[src/rtl/ms5803_pkg.sv]
// Shared MS5803 definitions: command bytes, PROM geometry and loader states.
// Also used by the conversion sequencer that sits next to the PROM loader.
package ms5803_pkg;

    localparam logic [7:0] PROM_BASE   = 8'hA0;
    localparam int         PROM_WORDS  = 8;
    localparam logic [7:0] CMD_RESET   = 8'h1E;
    localparam logic [7:0] CMD_CONV_D1 = 8'h48;
    localparam logic [7:0] CMD_CONV_D2 = 8'h58;

    typedef logic [2:0] state_t;

    localparam state_t ST_IDLE  = 3'd0;
    localparam state_t ST_PWRUP = 3'd1;
    localparam state_t ST_ISSUE = 3'd2;
    localparam state_t ST_WAIT  = 3'd3;
    localparam state_t ST_STORE = 3'd4;
    localparam state_t ST_CHECK = 3'd5;
    localparam state_t ST_DONE  = 3'd6;
    localparam state_t ST_ERR   = 3'd7;

    // Erased or unconnected PROM cells read back as all-zeros or all-ones.
    function automatic logic bad_word(input logic [15:0] w);
        return (w == 16'h0000) || (w == 16'hFFFF);
    endfunction

endpackage

[src/rtl/ms5803_prom_loader.sv]
// Reads the eight MS5803 PROM words through the I2C PROM controller
// into a local register file and flags an implausible image.
module ms5803_prom_loader #(
    parameter int unsigned PWRUP_CYC   = 200_000,
    parameter int unsigned TIMEOUT_CYC = 2_000_000,
    parameter logic [7:0]  PROM_BASE   = ms5803_pkg::PROM_BASE
) (
    input  logic        clk,
    input  logic        rst_n,
    input  logic        start,
    input  logic [2:0]  coef_idx,
    output logic [15:0] coef,
    output logic        busy,
    output logic        done,
    output logic        prom_err,
    output logic [7:0]  i2c_addr,
    output logic [7:0]  i2c_wdata,
    output logic        i2c_wr_en,
    output logic        i2c_rd_en,
    input  logic [15:0] i2c_rdata,
    input  logic        i2c_rdata_vld,
    input  logic        i2c_rdy
);
    import ms5803_pkg::*;

    localparam int unsigned MAX_CYC =
        (PWRUP_CYC > TIMEOUT_CYC) ? PWRUP_CYC : TIMEOUT_CYC;
    localparam int CW = (MAX_CYC < 2) ? 1 : $clog2(MAX_CYC + 1);

    // A zero count is treated as a single cycle.
    localparam logic [CW-1:0] PW_LAST =
        CW'((PWRUP_CYC > 1) ? PWRUP_CYC - 1 : 0);
    localparam logic [CW-1:0] TMO_LAST =
        CW'((TIMEOUT_CYC > 1) ? TIMEOUT_CYC - 1 : 0);

    state_t          st_q, st_d;
    logic [2:0]      idx_q, idx_d;
    logic [CW-1:0]   cnt_q, cnt_d;
    logic            done_q, done_d;
    logic            err_q, err_d;
    logic            rd_en_q, rd_en_d;
    logic            word_we;
    logic            image_bad;
    logic [15:0]     word_q [PROM_WORDS];

    always_comb begin
        image_bad = 1'b0;
        for (int k = 1; k < PROM_WORDS - 1; k++) begin
            image_bad = image_bad | bad_word(word_q[k]);
        end
    end

    always_comb begin
        st_d    = st_q;
        idx_d   = idx_q;
        cnt_d   = cnt_q;
        done_d  = done_q;
        err_d   = err_q;
        rd_en_d = 1'b0;
        word_we = 1'b0;
        unique case (st_q)
            ST_IDLE, ST_DONE, ST_ERR: begin
                if (start) begin
                    done_d = 1'b0;
                    err_d  = 1'b0;
                    idx_d  = 3'd0;
                    cnt_d  = '0;
                    st_d   = ST_PWRUP;
                end
            end
            ST_PWRUP: begin
                if (cnt_q == PW_LAST) begin
                    st_d = ST_ISSUE;
                end else begin
                    cnt_d = cnt_q + CW'(1);
                end
            end
            ST_ISSUE: begin
                if (i2c_rdy) begin
                    rd_en_d = 1'b1;
                    cnt_d   = '0;
                    st_d    = ST_WAIT;
                end
            end
            ST_WAIT: begin
                if (i2c_rdata_vld) begin
                    word_we = 1'b1;
                    st_d    = ST_STORE;
                end else if (cnt_q == TMO_LAST) begin
                    err_d = 1'b1;
                    st_d  = ST_ERR;
                end else begin
                    cnt_d = cnt_q + CW'(1);
                end
            end
            ST_STORE: begin
                if (idx_q == 3'(PROM_WORDS - 1)) begin
                    st_d = ST_CHECK;
                end else begin
                    idx_d = idx_q + 3'd1;
                    st_d  = ST_ISSUE;
                end
            end
            ST_CHECK: begin
                if (image_bad) begin
                    err_d = 1'b1;
                    st_d  = ST_ERR;
                end else begin
                    done_d = 1'b1;
                    st_d   = ST_DONE;
                end
            end
            default: st_d = ST_IDLE;
        endcase
    end

    always_ff @(posedge clk or negedge rst_n) begin
        if (!rst_n) begin
            st_q    <= ST_IDLE;
            idx_q   <= 3'd0;
            cnt_q   <= '0;
            done_q  <= 1'b0;
            err_q   <= 1'b0;
            rd_en_q <= 1'b0;
        end else begin
            st_q    <= st_d;
            idx_q   <= idx_d;
            cnt_q   <= cnt_d;
            done_q  <= done_d;
            err_q   <= err_d;
            rd_en_q <= rd_en_d;
        end
    end

    always_ff @(posedge clk or negedge rst_n) begin
        if (!rst_n) begin
            for (int k = 0; k < PROM_WORDS; k++) begin
                word_q[k] <= 16'h0000;
            end
        end else if (word_we) begin
            word_q[idx_q] <= i2c_rdata;
        end
    end

    assign coef      = word_q[coef_idx];
    assign busy      = !((st_q == ST_IDLE) || (st_q == ST_DONE) ||
                         (st_q == ST_ERR));
    assign done      = done_q;
    assign prom_err  = err_q;
    assign i2c_rd_en = rd_en_q;
    assign i2c_wdata = 8'h00;
    assign i2c_wr_en = 1'b0;
    assign i2c_addr  = ((st_q == ST_ISSUE) || (st_q == ST_WAIT)) ?
                       PROM_BASE + {4'b0000, idx_q, 1'b0} : 8'h00;

endmodule

[config.mk]
export PLATFORM = sky130hd
export DESIGN_NAME = ms5803_prom_loader
export DESIGN_NICKNAME = d
export VERILOG_FILES = /design/src/rtl/ms5803_pkg.sv /design/src/rtl/ms5803_prom_loader.sv
export SDC_FILE = /design/constraint.sdc
export NUM_CORES = 1
export LEC_CHECK = 0
export BUFFER_PORTS_ARGS = -buffer_cell sky130_fd_sc_hd__buf_2
export CELL_PAD_IN_SITES_DETAIL_PLACEMENT = 1
export CELL_PAD_IN_SITES_GLOBAL_PLACEMENT = 2
export CORE_AREA = 3 3 144 146
export DETAILED_ROUTE_END_ITERATION = 7
export DIE_AREA = 0 0 147 149
export PLACE_DENSITY_LB_ADDON = 0.1
export SLEW_MARGIN = 15
export SYNTH_ARGS = -nofsm -noshare
export SYNTH_HDL_FRONTEND = slang
export SYNTH_SLANG_ARGS = --single-unit
[constraint.sdc]
create_clock -name clk -period 2.68 [get_ports clk]
set_clock_uncertainty 0.2 [all_clocks]
set_input_delay 0.268 -clock clk [delete_from_list [all_inputs] [get_ports clk]]
set_output_delay 0.268 -clock clk [all_outputs]
set_load 0.01 [all_outputs]
==> flow_summary.json <==
{
  "status": "finished clean",
  "clock-sinks": 158,
  "max_slew_margin_pct": 52.2,
  "wl_per_cell_um": 23.4,
  "hold_class": "in2reg",
  "vias": 5792,
  "synthCells": 635,
  "synth.top_cell.area_share_pct": 48.6,
  "stdcell_area_sq_mm": 0.00959,
  "cts_setup_buffers": 0,
  "gr-total-overflow": 0,
  "gr-usage-all-layers_pct": 22.0,
  "syn_area_sq_mm": 0.00814,
  "core_sq_mm": 0.0195,
  "max_freq_ghz": 0.401,
  "finalSetupTns_ns": 0,
  "path_clk_slew_ns": 0.07,
  "end_kind": "flip-flop",
  "drt_first_pass_iters": 4,
  "clk_path_buf_depth": 2,
  "final_max_slew_viol_count": 0,
  "holdWs_ns": 0.00745,
  "grt_pass1_wl_um": 36700,
  "fin_cells": 985,
  "min_period_ns": 2.49,
  "ys_types": 52,
  "drive_gt1_share_pct": 41.1,
  "syn_to_final_growth_pct": 17.8,
  "ir_drop_mv": 0.453,
  "dieWidth_um": 147,
  "async_flop_share_pct": 100,
  "path_max_fanout": 4,
  "synth.yosys.seq_area_share_pct": 48.6,
  "numPlacedInstances": 939,
  "cts_made_buffers": 17,
  "crit_required_ns": 2.79,
  "finalPower_mw": 8.60,
  "path_class": "reg2reg",
  "ant_nets": 0,
  "diodes": 0,
  "tightest_slew_ns": 0.711,
  "nets": 736,
  "initial_core_util_pct": 41.7,
  "syn_avg_cell_area_sq_um": 12.8,
  "reg2reg_slack_ns": 0.19,
  "rsz0062_at_grt": "no",
  "drc_errors": 0,
  "die_y_um": 149,
  "drv_cap": 0,
  "dp_hpwl_um": 16100,
  "post-route-period-util_pct": 93.1,
  "root_buffer": "clkbuf_16",
  "place_area_sq_mm": 0.00880,
  "hold_viol": 0,
  "core.rowCount": 51,
  "pin_count": 61,
  "critical_path.startpoint_type": "flip-flop",
  "antenna_found_initial": 0,
  "arrival_ns": 2.60,
  "powerDensity_mw_per_mm2": 897,
  "synth_flop_cell": "dfrtp_1",
  "synth_area_leaders": "dfrtp_1 49%, mux2_2 20%, mux4_2 8.9%",
  "ys_warn_count": 0,
  "viasPerCell": 5.88,
  "die-area_sq_mm": 0.0219,
  "synth_edf_count": 0,
  "port_buffers": 48,
  "grt_pass1_vias": 6225,
  "clock_latency_ns": 0.43,
  "totalWireLength_um": 23100,
  "first_iter_violations": 297,
  "cts_tree": "built",
  "setup_viol": 0,
  "gp_congestion": 0.828,
  "power_leakage_nw": 4.38,
  "cts.htree.levels": 4,
  "grt_max_degree": 60,
  "synth-seq-cells": 158,
  "synth.largest_area_cell": "dfrtp_1"
}
## synthesized netlist by cell type, types with 4 or more instances
cell      instances
a21oi_1          10
mux4_2           32
and3_1            7
nand3_1          16
and2_1            8
xor2_1            6
nor4_1           32
ha_1              5
buf_4            15
nand2_1          27
o31ai_1           7
nor3_1            8
dfrtp_1         158
o21ai_0          15
nor2_1           19
or4_1             4
clkbuf_1         14
buf_2            12
mux2_2          145
nand4_1          38
or3_1             6
## what timing repair did
action | 4_1_cts | 5_1_grt
hold endpoints to repair | 134 | 0
setup endpoints to repair | 0 | 5
hold buffers | 14 | 0
resized for setup | 0 | 1
## stage by stage
stage               worst slack [ns]  utilization, %
finish                         0.186            49.1
global route                  0.0104            49.1
CTS                            0.101            49.1
detailed placement             0.116            45.1
global placement               0.231            45.1
floorplan                      0.313               -
## final cells by class
| type | instances | area, sq um |
|---|---|---|
| fill | 2050 | 9940 |
| multi-input combinational | 439 | 3970 |
| sequential | 158 | 3950 |
| timing repair buffer | 88 | 682 |
| clock buffer | 18 | 439 |
| tap | 265 | 332 |
| clock inverter | 14 | 204 |
| inverter | 3 | 11.3 |
## cell usage in the layout, fill, tap and decap left out, types with 6 or more instances in the layout
cell type	n
dfrtp_1	158
mux2_2	145
buf_2	47
nand4_1	38
mux4_2	32
nor4_1	32
nand2_1	27
nor2_1	19
buf_4	18
clkbuf_16	17
nand3_1	16
o21ai_0	15
dlygate4sd3_1	14
conb_1	12
a21oi_1	10
and2_1	8
nor3_1	8
buf_12	8
and3_1	7
o31ai_1	7
or3_1	6
xor2_1	6
inv_6	6
## flip-flops by register name, summed over array words and instances, names as in the netlist
name       cells
word_q       128
st_q           3
idx_q          3
cnt_q         21
prom_err       1
i2c_rd_en      1
done           1
## kinds of logic after synthesis
family | Yosys count | share of synthesized area, %
AO/OA/AOI/OAI | 53 | 4.32
XOR/XNOR | 6 | 0.645
adder cells (fa/ha/maj) | 5 | 0.768
buffers and inverters | 49 | 3.32
flip-flops | 158 | 48.6
multiplexers | 177 | 28.9
other | 1 | 0.0461
AND/OR/NAND/NOR | 186 | 13.4
## critical path: stages (launching register included)
cell and delay [ns]:
dfrtp_1 0.40, or4_1 0.60, nor2_1 0.20, nand4_1 0.19, a21o_1 0.25, a21o_1 0.19
o32a_1 0.34
## per-layer routing
layer / vias to the layer above / track usage [%] / wire length [um]
li1: 2578 / - / -
met1: 3062 / 31.4 / 10800
met2: 129 / 35.0 / 11000
met3: 23 / 4.01 / 956
met4: 0 / 5.92 / 316
met5: - / 0 / 0
## path summary, 6_finish.rpt
check / start / end / cells past startpoint
max: cnt_q[14] / st_q[0] / 6
min: i2c_rdata[8] / word_q[24] / 2
max reg2reg: cnt_q[14] / st_q[0] / 6
min reg2reg: done / done / 2
max in group asynchronous: rst_n / word_q[106] / 3
min in group asynchronous: rst_n / idx_q[1] / 2
## report_power, final
group	total, mW	leakage (nW)	switching, mW	internal, mW
registers	3.43	2.13	0.544	2.89
clock network	2.67	0.317	1.06	1.61
logic	2.50	1.93	1.27	1.22
Power figures use the tool's default switching activity.
